`config.mk`:
```
export PLATFORM = sky130hd
export DESIGN_NAME = result_streamer
export DESIGN_NICKNAME = d
export VERILOG_FILES = /design/src/rtl/conv_pkg.sv /design/src/rtl/byte_stream_tx.sv /design/src/rtl/result_streamer.sv
export SDC_FILE = /design/constraint.sdc
export NUM_CORES = 1
export LEC_CHECK = 0
export BUFFER_PORTS_ARGS = -buffer_cell sky130_fd_sc_hd__buf_2
export CORE_UTILIZATION = 40
export CTS_CLUSTER_SIZE = 30
export DETAILED_ROUTE_END_ITERATION = 6
export PLACE_DENSITY_LB_ADDON = 0.25
export SLEW_MARGIN = 20
export SYNTH_ARGS = -nofsm -noshare
export SYNTH_HDL_FRONTEND = slang
export SYNTH_SLANG_ARGS = --single-unit
```
`constraint.sdc`:
```
create_clock -name clk -period 4.8 [get_ports clk]
set_input_delay 0.24 -clock clk [delete_from_list [all_inputs] [get_ports clk]]
set_output_delay 0.24 -clock clk [all_outputs]
set_load 0.02 [all_outputs]
```
`src/rtl/conv_pkg.sv`:
```
// Shared constants, FSM encoding and helpers for the result streamer.
package conv_pkg;

    localparam int DATA_W  = 8;
    localparam int N_ELEM  = 4;                  // c11, c12, c21, c22
    localparam int N_BYTES = 14;                 // header + 3*N_ELEM + status
    localparam int IDX_W   = $clog2(N_BYTES);

    localparam logic [DATA_W-1:0] HEADER = 8'hA5;

    // Status byte layout: {all_match, 3'b000, mismatch[3:0]}
    localparam int STAT_MATCH_BIT = 7;
    localparam int STAT_MASK_LSB  = 0;

    typedef enum logic [1:0] {
        IDLE    = 2'd0,
        CAPTURE = 2'd1,
        SEND    = 2'd2,
        FINISH  = 2'd3
    } state_t;

    // Element 0 is c11, element 3 is c22.
    typedef logic [N_ELEM-1:0][DATA_W-1:0] elem_set_t;

    typedef struct packed {
        elem_set_t pe;
        elem_set_t sa2;
        elem_set_t sa3;
    } snap_t;

    // An element is inconsistent if either array disagrees with the PE result.
    function automatic logic [N_ELEM-1:0] cross_check(
        input elem_set_t pe,
        input elem_set_t sa2,
        input elem_set_t sa3
    );
        logic [N_ELEM-1:0] m;
        for (int i = 0; i < N_ELEM; i++) begin
            m[i] = (pe[i] != sa2[i]) | (pe[i] != sa3[i]);
        end
        return m;
    endfunction

    function automatic logic [DATA_W-1:0] status_byte(
        input logic              all_match,
        input logic [N_ELEM-1:0] mask
    );
        logic [DATA_W-1:0] s;
        s = '0;
        s[STAT_MATCH_BIT]               = all_match;
        s[STAT_MASK_LSB +: N_ELEM]      = mask;
        return s;
    endfunction

endpackage

```
`src/rtl/byte_stream_tx.sv`:
```
// Registered valid/ready byte transmitter. Walks a fixed-length frame one
// byte per accepted handshake; data and valid only change on a handshake
// or on start, so they stay put while the sink stalls.
module byte_stream_tx
    import conv_pkg::*;
(
    input  logic                            clk,
    input  logic                            rst_n,
    input  logic                            start,
    input  logic [N_BYTES-1:0][DATA_W-1:0]  frame,
    input  logic                            out_ready,
    output logic [DATA_W-1:0]               out_data,
    output logic                            out_valid,
    output logic                            last_accept
);

    logic [IDX_W-1:0] idx;
    logic [IDX_W-1:0] idx_nxt;
    logic             accept;

    assign accept      = out_valid & out_ready;
    assign idx_nxt     = idx + 1'b1;
    assign last_accept = accept && (idx == IDX_W'(N_BYTES - 1));

    // Output register and byte index: load byte 0 on start, advance on handshake.
    always_ff @(posedge clk or negedge rst_n) begin
        if (!rst_n) begin
            out_valid <= 1'b0;
            out_data  <= '0;
            idx       <= '0;
        end else if (start) begin
            out_valid <= 1'b1;
            out_data  <= frame[0];
            idx       <= '0;
        end else if (last_accept) begin
            out_valid <= 1'b0;
            out_data  <= '0;
            idx       <= '0;
        end else if (accept) begin
            out_data  <= frame[idx_nxt];
            idx       <= idx_nxt;
        end
    end

endmodule

```
`src/rtl/result_streamer.sv`:
```
// Snapshots the PE / SA2x2 / SA3x3 result sets on the rising edge of
// conv_done, cross-checks them and streams a 14-byte frame
// (header, 12 results, status) over a valid/ready byte interface.
module result_streamer
    import conv_pkg::*;
(
    input  logic              clk,
    input  logic              rst_n,
    input  logic              conv_done,
    input  logic [DATA_W-1:0] pe_c11,
    input  logic [DATA_W-1:0] pe_c12,
    input  logic [DATA_W-1:0] pe_c21,
    input  logic [DATA_W-1:0] pe_c22,
    input  logic [DATA_W-1:0] sa2_c11,
    input  logic [DATA_W-1:0] sa2_c12,
    input  logic [DATA_W-1:0] sa2_c21,
    input  logic [DATA_W-1:0] sa2_c22,
    input  logic [DATA_W-1:0] sa3_c11,
    input  logic [DATA_W-1:0] sa3_c12,
    input  logic [DATA_W-1:0] sa3_c21,
    input  logic [DATA_W-1:0] sa3_c22,
    output logic [DATA_W-1:0] out_data,
    output logic              out_valid,
    input  logic              out_ready,
    output logic              busy,
    output logic              frame_done,
    output logic              all_match,
    output logic [N_ELEM-1:0] mismatch
);

    state_t                         state;
    state_t                         state_nxt;
    logic                           done_q;
    logic                           trig;
    logic                           last_accept;
    snap_t                          snap;
    elem_set_t                      pe_in;
    elem_set_t                      sa2_in;
    elem_set_t                      sa3_in;
    logic [N_ELEM-1:0]              mask;
    logic [N_BYTES-1:0][DATA_W-1:0] frame;

    assign pe_in  = {pe_c22,  pe_c21,  pe_c12,  pe_c11};
    assign sa2_in = {sa2_c22, sa2_c21, sa2_c12, sa2_c11};
    assign sa3_in = {sa3_c22, sa3_c21, sa3_c12, sa3_c11};

    assign trig = conv_done & ~done_q;
    assign mask = cross_check(pe_in, sa2_in, sa3_in);

    assign busy       = (state == CAPTURE) || (state == SEND);
    assign frame_done = (state == FINISH);

    // Delay conv_done by one cycle for rising-edge detection.
    always_ff @(posedge clk or negedge rst_n) begin
        if (!rst_n) done_q <= 1'b0;
        else        done_q <= conv_done;
    end

    // FSM state register.
    always_ff @(posedge clk or negedge rst_n) begin
        if (!rst_n) state <= IDLE;
        else        state <= state_nxt;
    end

    // Next-state logic; edges outside IDLE are dropped, not queued.
    always_comb begin
        state_nxt = state;
        case (state)
            IDLE:    if (trig) state_nxt = CAPTURE;
            CAPTURE: state_nxt = SEND;
            SEND:    if (last_accept) state_nxt = FINISH;
            FINISH:  state_nxt = IDLE;
            default: state_nxt = IDLE;
        endcase
    end

    // Snapshot inputs and update the sticky cross-check flags in CAPTURE.
    always_ff @(posedge clk or negedge rst_n) begin
        if (!rst_n) begin
            snap      <= '0;
            mismatch  <= '0;
            all_match <= 1'b0;
        end else if (state == CAPTURE) begin
            snap.pe   <= pe_in;
            snap.sa2  <= sa2_in;
            snap.sa3  <= sa3_in;
            mismatch  <= mask;
            all_match <= (mask == '0);
        end
    end

    // Assemble the outgoing frame from the snapshot and flags.
    always_comb begin
        frame    = '0;
        frame[0] = HEADER;
        for (int i = 0; i < N_ELEM; i++) begin
            frame[1 + i]            = snap.pe[i];
            frame[1 + N_ELEM + i]   = snap.sa2[i];
            frame[1 + 2*N_ELEM + i] = snap.sa3[i];
        end
        frame[N_BYTES-1] = status_byte(all_match, mismatch);
    end

    byte_stream_tx u_tx (
        .clk         (clk),
        .rst_n       (rst_n),
        .start       (state == CAPTURE),
        .frame       (frame),
        .out_ready   (out_ready),
        .out_data    (out_data),
        .out_valid   (out_valid),
        .last_accept (last_accept)
    );

endmodule

```
Yosys cells after proc, flatten, opt, wreduce, memory -nomap -nowiden
Index checks and enable logic that the tools add are counted.
{ "word_totals": {"input_bits": 100, "rom_bits": 0, "out_inout_bits": 16, "elab_cells": 62, "ramBits": 0, "register_bits": 117, "mem_count": 0, "latch_bits": 0} }
{ "classes": {"n_lt_le_gt_ge": 1, "mul": 0, "add_sub_neg": 1, "n_bitwise": 7, "n_eq_ne": 14, "div_mod_pow": 0, "shift": 0, "reduce_logical": 7, "muxes": 13} }
{ "ops": {"columns": ["operator", "count"], "rows": [
  ["!= test 8 bit", 8],
  ["binary-select mux 8 bit (select 4 bit)", 1],
  ["two-way mux 8 bit", 4],
  ["two-way mux 4 bit", 3],
  ["one-hot mux 2 bit (4 select lines)", 1],
  ["less-than comparator 4 x 5 -> 1 bit (second input constant)", 1],
  ["adder 4 x 1 -> 4 bit (second input constant)", 1],
  ["== test 2 bit (second input constant)", 2],
  ["== test 4 bit (second input constant)", 1],
  ["logical NOT 4 bit", 1],
  ["two-way mux 2 bit", 2],
  ["!= test 2 bit (second input constant)", 2],
  ["bitwise OR 1 bit", 4],
  ["nonzero test 3 bit", 1],
  ["bitwise AND 1 bit", 2],
  ["== test 2 x 1 -> 1 bit (second input constant)", 1],
  ["logical NOT 2 bit", 1],
  ["two-way mux 1 bit", 2],
  ["AND reduction 2 bit", 1],
  ["nonzero test 2 bit", 1],
  ["logical AND 1 bit", 1],
  ["logical OR 1 bit", 1],
  ["inverter 1 bit", 1]
]} }

Longest topological paths before layout
Gate-level depths: netlist of the first run.
{ "logic_depth": {"word_depth": 6, "ltp_mapped": 9, "depth_no_buf": 7} }

By module
From an unflattened synthesis of the first run, not the netlist that was laid out.
{ "hier_totals": {"cells_unflattened": 466, "hier_area_um2": 6083.3} }
{ "by_module_without_submodules": {"columns": ["mod", "cells_per_inst", "instances", "area_each_um2", "seq_area_each_um2"], "rows": [
  ["result_streamer", 325, 1, 4431.8, 2602.5],
  ["byte_stream_tx", 141, 1, 1651.6, 325.3]
]} }

Worst setup path before layout of the first run
No wires, ideal clock.
{ "synth_timing": {"path_kind": "register to register", "from": "reg u_tx.idx[0]", "to": "reg u_tx.out_data[2]", "path_stages_with_launch": 8, "path_buffers": 2, "required_ns": 4.674, "slack_ns": 2.740, "setup_ns": 0.126, "synth_period_minus_slack_ns": 2.060, "t_arrival_ns": 1.934, "cell_sequence": "dfrtp_1 ha_1 buf_2 buf_1 mux4_2 mux2i_1 nand2_1 a221o_1"} }
{ "synth_between": {"elab_chain_len": 6, "word_cells_on_any_way": 9, "classes_between": "add/sub (1); eq/ne (1); mux (5); reduce/logical (2)"} }
{ "synth_lines": {"columns": ["item", "line", "text"], "rows": [
  ["start: declaration", "byte_stream_tx.sv:17", "logic [IDX_W-1:0] idx;"],
  ["start signal: assignment", "byte_stream_tx.sv:41", "idx <= idx_nxt;"],
  ["adder 4 x 1 -> 4 bit", "byte_stream_tx.sv:22", "assign idx_nxt = idx + 1'b1;"],
  ["binary-select mux 8 bit (select 4 bit)", "byte_stream_tx.sv:40", "out_data <= frame[idx_nxt];"],
  ["two-way mux 8 bit (implied by the code)", "byte_stream_tx.sv:40", null],
  ["two-way mux 8 bit", "byte_stream_tx.sv:39", "end else if (accept) begin"],
  ["two-way mux 8 bit", "byte_stream_tx.sv:35", "end else if (last_accept) begin"],
  ["two-way mux 8 bit", "byte_stream_tx.sv:31", "end else if (start) begin"],
  ["end signal: assignment", "byte_stream_tx.sv:33", "out_data <= frame[0];"],
  ["end signal: assignment", "byte_stream_tx.sv:40", null],
  ["end: declaration", "byte_stream_tx.sv:12", "output logic [DATA_W-1:0] out_data,"]
]} }
Several ways; a longest one is shown, not always the timed one. The select of a mux whose other input is x is not followed.
A chain may end at the register's enable or synchronous reset.

Worst setup path in the final report of the first run
{ "layout_timing": {"from": "reg u_tx.idx[0]", "to": "reg u_tx.out_data[4]"} }
Same word-level chain as after synthesis.

==> results.sh, run 1 <==
export IMPL_areaGrowthSynthToFinish_pct=21.5
export IMPL_ys_async_sr_fraction=1.00
export IMPL_cts_sinks=117
export IMPL_clk_insertion_delay_late_ns=0.41
export IMPL_synth_mux_area_frac=0.278
export IMPL_drt_initial_drc_count=254
export IMPL_grt_pass1_wl_um=23700
export IMPL_rsz0062_at_grt="no"
export IMPL_drive_gt1_frac=0.449
export IMPL_synth_edff_count=0
export IMPL_status="complete, but fails checks"
export IMPL_synthXorXnorAreaFrac=0.00578
export IMPL_ff2ff_setup_slack_ns=2.03
export IMPL_gp_congestion=0.783
export IMPL_cts_buffers=17
export IMPL_p_leak_nw=3.08
export IMPL_grt_total_usage=0.215
export IMPL_num_antenna_cells=0
export IMPL_io_buffers=115
export IMPL_synth_simple_gate_area_frac=0.0949
export IMPL_hp_class="input port to async pin"
export IMPL_yosysMostFrequentCell="dfrtp_1"
export IMPL_ys_seq_area_frac=0.501
export IMPL_synth_compound_area_share=0.0750
export IMPL_hold_viol_final=47
export IMPL_crit_type="register to register"
export IMPL_seqCellArea_um2=2930
export IMPL_grt_max_degree=76
export IMPL_power_w=0.00490
export IMPL_worst_setup_path_start_kind="register"
export IMPL_syn_area_um2=5840
export IMPL_die_w_um=123
export IMPL_viasPerCell=5.53
export IMPL_timing_hold_ws_ns=-0.0185
export IMPL_worstPathArrival_ns=3.08
export IMPL_fp_coreArea_um2=14000
export IMPL_synth_commonest_cells="117 x dfrtp_1, 96 x mux2_2, 30 x nor3_1"
export IMPL_clk_pin_slew_ns=0.05
export IMPL_ir_drop_mv=0.295
export IMPL_wl_per_cell_um=19.4
export IMPL_dieArea_um2=15100
export IMPL_multi_input_area_um2=2740
export IMPL_htreeDepth=4
export IMPL_nFillCells=1226
export IMPL_drc=0
export IMPL_cp_max_fo=42
export IMPL_synth_top_area_share=0.501
export IMPL_avgSynthCellArea_um2=12.6
export IMPL_antenna_found_initial=0
export IMPL_synth_cell_types=41
export IMPL_first_pass_iters=4
export IMPL_power_density_nw_per_um2=690
export IMPL_ys_seq_elements=117
export IMPL_ios=116
export IMPL_ant_nets=0
export IMPL_cts_buffer_depth=2
export IMPL_maxSlewHeadroom=0.378
export IMPL_synthAdderAreaFrac=0.0129
export IMPL_syn_inst=464
export IMPL_vias=4250
export IMPL_post_route_period_util=0.577
export IMPL_slew_viol_final=0
export IMPL_wirelength_um=14900
export IMPL_synthFlopType="dfrtp_1"
export IMPL_fin_util=0.505
export IMPL_clockRootBuffer="clkbuf_16"
export IMPL_timing_fmax_mhz=361
export IMPL_fin_setup_tns_ns=0
export IMPL_final_setup_viol_count=0
export IMPL_tritoncts="yes"
export IMPL_violations="negative hold slack"
export IMPL_fin_worst_skew_ns=0.0125
export IMPL_tightest_slew_ns=0.932
export IMPL_synth_warnings=0
export IMPL_nets=682
export IMPL_worst_setup_path_end_kind="register"
export IMPL_synthTopCellsByArea="dfrtp_1 50%, mux2_2 19%, mux4_2 6.2%, and3_1 3.1%, mux2i_1 3.1%"
export IMPL_numPlacedInstances=736
export IMPL_fp_dieH_um=123
export IMPL_drv_cap=0
export IMPL_final_cells=768
export IMPL_worstPathRequired_ns=5.10
export IMPL_min_period_ns=2.77
export IMPL_post_cts_setup_buffer_count=0
export IMPL_synth_top_area_cell="dfrtp_1"
export IMPL_grt_pass1_vias=4357
export IMPL_grt_overflow=0
export IMPL_synth_top_family_by_area="multiplexers"
export IMPL_dp_hpwl_um=11000
export IMPL_rows=43
export IMPL_initial_utilization=0.416
export IMPL_syn_nets=570
## worst max-delay path: stages (launching register included)
cell and delay [ns]:
dfrtp_2 0.36, buf_4 0.53, ha_1 0.35, buf_4 0.26
nor2b_1 0.24, nand2_1 0.12, o21ai_0 0.10, mux4_2 0.49
a22o_1 0.21
## final timing paths
kind	start	end	depth (start not counted)
hold reg to reg	frame[50]	frame[50]	1
max in group asynchronous	rst_n	u_tx.idx[0]	2
setup / recovery	u_tx.idx[0]	u_tx.out_data[4]	8
min in group clk	pe_c12[0]	frame[16]	2
setup reg to reg	u_tx.idx[0]	u_tx.out_data[4]	8
hold / removal	rst_n	frame[93]	1
## power breakdown
group	switching [W]	internal, W
sequential	0.000316	0.00147
clock	0.000411	0.000760
combinational	0.000896	0.00105
total	0.00162	0.00327
## flip-flops by register name, indices dropped and copies added, names as in the netlist
signal and cells:
all_match 1, done_q 1, frame 96, mismatch 4
state 2, u_tx.idx 4, u_tx.out_data 8, u_tx.out_valid 1
## cell families (layout without fill, tap and decap cells)
logic type                 Yosys count  count (layout)
and+or+nand+nor                    107             107
xor gates and xnor gates             3               3
adders and majority gates            6               6
buffers and inverters               34             158
DFF                                117             117
AOI/OAI and AO/OA                   67              67
muxes                              130             130
## layout by cell type (no fill, tap or decap), drive strengths merged, types with 10 or more instances in the layout
cell type	Yosys	layout
mux4	16	16
mux2	96	96
nand2	15	15
nor2	11	11
a21oi	16	16
buf	22	121
nand3	10	10
dfrtp	117	117
o21ai	15	15
clkbuf	7	27
mux2i	18	18
o22ai	14	14
and3	29	29
nor3	30	30
## layout make-up
class                           count  share of cell area
Sequential cell                   117               0.413
Multi-Input combinational cell    313               0.386
Timing Repair Buffer              122              0.0892
Clock buffer                       27              0.0709
Tap cell                          180              0.0317
Clock inverter                      4             0.00635
Inverter                            5             0.00264
## per-stage QoR
stage / setup slack, ns / area (µm²)
finish: 2.03 / 7100
global route: 1.90 / 7100
floorplan: 2.74 / 5840
CTS: 2.00 / 7100
detailed placement: 2.09 / 6540
global placement: 2.15 / 6540
## per-layer routing
metal  vias to the layer above  track usage  part of all wire
met5                         -            0                 0
met4                         0       0.0854             0.014
met3                        10       0.0516             0.063
met2                       127        0.318              0.46
met1                      2137        0.303              0.46
li1                       1976            -                 -
## what timing repair did
item / 4_1_cts / 5_1_grt
hold buffers: 1 / 0
resized for setup: 0 / 0
hold endpoints to repair: 1 / 0
Power figures use the tool's default switching activity.
==> run 2, diff against run 1 <==
==> constraint.sdc (replaced) <==
create_clock -name clk -period 2.5 [get_ports clk]
set_input_delay 0.125 -clock clk [delete_from_list [all_inputs] [get_ports clk]]
set_output_delay 0.125 -clock clk [all_outputs]
set_load 0.02 [all_outputs]
==> run 2 against run 1 <==
  * The flow now finishes without violations
  * Sequential cell count is the same
  * Highest routed layer unchanged
  * Fmax grew 27%
  * Hold slack gained 0.043 ns
  * Sequential power grew 92%
  * Via count grew 11%
  * Total power grew 100%
  * Non-clock buffer count grew 104
  * Critical path type unchanged
  * Utilization grew 7.8 points
  * Clock power grew 100%
  * First-iteration DRC count grew 37%
  * Combinational power grew 110%
==> results.sh, run 2 (synthesis results as in run 1) <==
export IMPL_tightest_slew_ns=0.730
export IMPL_ir_drop_mv=0.706
export IMPL_antenna_found_initial=0
export IMPL_worstPathCellList="inv_1, ha_1, buf_4, mux4_2, mux2i_1, nand2_1, a221o_1"
export IMPL_clk_insertion_delay_late_ns=0.42
export IMPL_maxSlewHeadroom=0.513
export IMPL_crit_type="register to register"
export IMPL_cp_slowest_stage_delay_ns=0.51
export IMPL_post_cts_resized=0
export IMPL_hp_class="input port to register"
export IMPL_cts_buffer_depth=2
export IMPL_seqCellArea_um2=2930
export IMPL_status="finished, final reports clean"
export IMPL_ios=116
export IMPL_grt_pass1_wl_um=26300
export IMPL_p_leak_nw=3.55
export IMPL_nFillCells=1122
export IMPL_post_cts_setup_buffer_count=0
export IMPL_num_antenna_cells=0
export IMPL_layout_commonest_cell="dfrtp_1"
export IMPL_grt_overflow=0
export IMPL_dp_hpwl_um=11400
export IMPL_first_pass_iters=5
export IMPL_fp_coreArea_um2=14000
export IMPL_hold_viol_final=0
export IMPL_critPathTopFamily="adder cells"
export IMPL_post_route_period_util=0.872
export IMPL_crit_path_top_delay_cell="ha_1"
export IMPL_clockRootBuffer="clkbuf_16"
export IMPL_gp_congestion=0.812
export IMPL_wl_per_cell_um=19.0
export IMPL_fin_setup_tns_ns=0
export IMPL_drive_gt1_frac=0.395
export IMPL_final_cells=872
export IMPL_fin_worst_skew_ns=0.00978
export IMPL_drc=0
export IMPL_power_w=0.00980
export IMPL_wirelength_um=16600
export IMPL_min_period_ns=2.18
export IMPL_timing_fmax_mhz=459
export IMPL_cts_buffers=17
export IMPL_drt_initial_drc_count=348
export IMPL_nets=786
export IMPL_rows=43
export IMPL_grt_pass1_vias=4900
export IMPL_dieArea_um2=15100
export IMPL_cts_sinks=117
export IMPL_final_setup_viol_count=0
export IMPL_grt_total_usage=0.241
export IMPL_io_buffers=115
export IMPL_vias=4718
export IMPL_drv_cap=0
export IMPL_clk_pin_slew_ns=0.05
export IMPL_viasPerCell=5.41
export IMPL_final_cell_mix="116 x dfrtp_1, 114 x buf_2, 97 x dlygate4sd3_1"
export IMPL_worstPathRequired_ns=2.81
export IMPL_rsz0062_at_grt="no"
export IMPL_ctsHoldBuffers=97
export IMPL_largest_reg_flops=96
export IMPL_ant_nets=0
export IMPL_fp_dieH_um=123
export IMPL_power_density_nw_per_um2=1200
export IMPL_htreeDepth=4
export IMPL_multi_input_area_um2=2740
export IMPL_initial_utilization=0.416
export IMPL_areaGrowthSynthToFinish_pct=40.2
export IMPL_worst_setup_path_start_kind="register"
export IMPL_grt_max_degree=83
export IMPL_worst_setup_path_end_kind="register"
export IMPL_tritoncts="yes"
export IMPL_die_w_um=123
export IMPL_numPlacedInstances=744
export IMPL_slew_viol_final=0
export IMPL_cp_max_fo=14
export IMPL_crit_buf_inv=2
export IMPL_worstPathArrival_ns=2.49
run 2: changes by cell type in the layout (fill, tap and decap cells not counted), sizes merged:
| cell | delta |
|---|---|
| buf | +8 |
| clkbuf | +1 |
| clkinv | -1 |
| dlygate4sd3 | +96 |
run 2: final cells by class:
type / count / share of cell area
well taps: 180 / 0.0275
clock buffers: 28 / 0.0643
repair buffers: 226 / 0.208
clock inverters: 3 / 0.00489
inverters: 5 / 0.00229
multi-input cells: 313 / 0.335
flip-flops and latches: 117 / 0.358
run 2: worst reg2reg max path, delay by kind of cell, from the launching register on:
kind,cells,cell delay [ns]
simple gates,1,0.07
flops,1,0.38
fa+ha+maj,1,0.51
buf+inv,2,0.34
mux,2,0.47
compound gates,1,0.29
run 2: layer usage:
layer  GRT usage  part of all wire  routed length [µm]
met1       0.310              0.42                7040
met2       0.379              0.48                7970
met3      0.0706             0.075                1240
met4       0.102             0.021                 352
met5           0                 0                   0
run 2: per-stage QoR:
step	setup slack (ns)	hold slack [ns]	util	cell area (µm²)
2_1_floorplan	0.440	-0.171	-	5840
3_3_place_gp	0.406	0.114	0.473	6650
3_5_place_dp	0.339	0.115	0.473	6650
4_1_cts	0.326	0.00573	0.583	8190
5_1_grt	0.227	0.0355	0.583	8190
6_report	0.319	0.0244	0.583	8190
run 2: power breakdown:
group | internal [W] | leakage [nW] | switching (W)
Sequential | 0.00282 | 1.36 | 0.000614
Combinational | 0.00225 | 1.91 | 0.00178
Clock | 0.00151 | 0.280 | 0.000824
run 2: path summary, 6_finish.rpt:
path	depth (start not counted)	from	to	slack (ns)
max	7	u_tx.idx[1]	u_tx.out_data[0]	0.32
min	2	sa3_c21[3]	frame[91]	0.02
max reg2reg	7	u_tx.idx[1]	u_tx.out_data[0]	0.32
min reg2reg	1	frame[24]	frame[24]	0.50
max in group asynchronous	3	rst_n	frame[56]	1.48
min in group asynchronous	2	rst_n	frame[86]	0.23
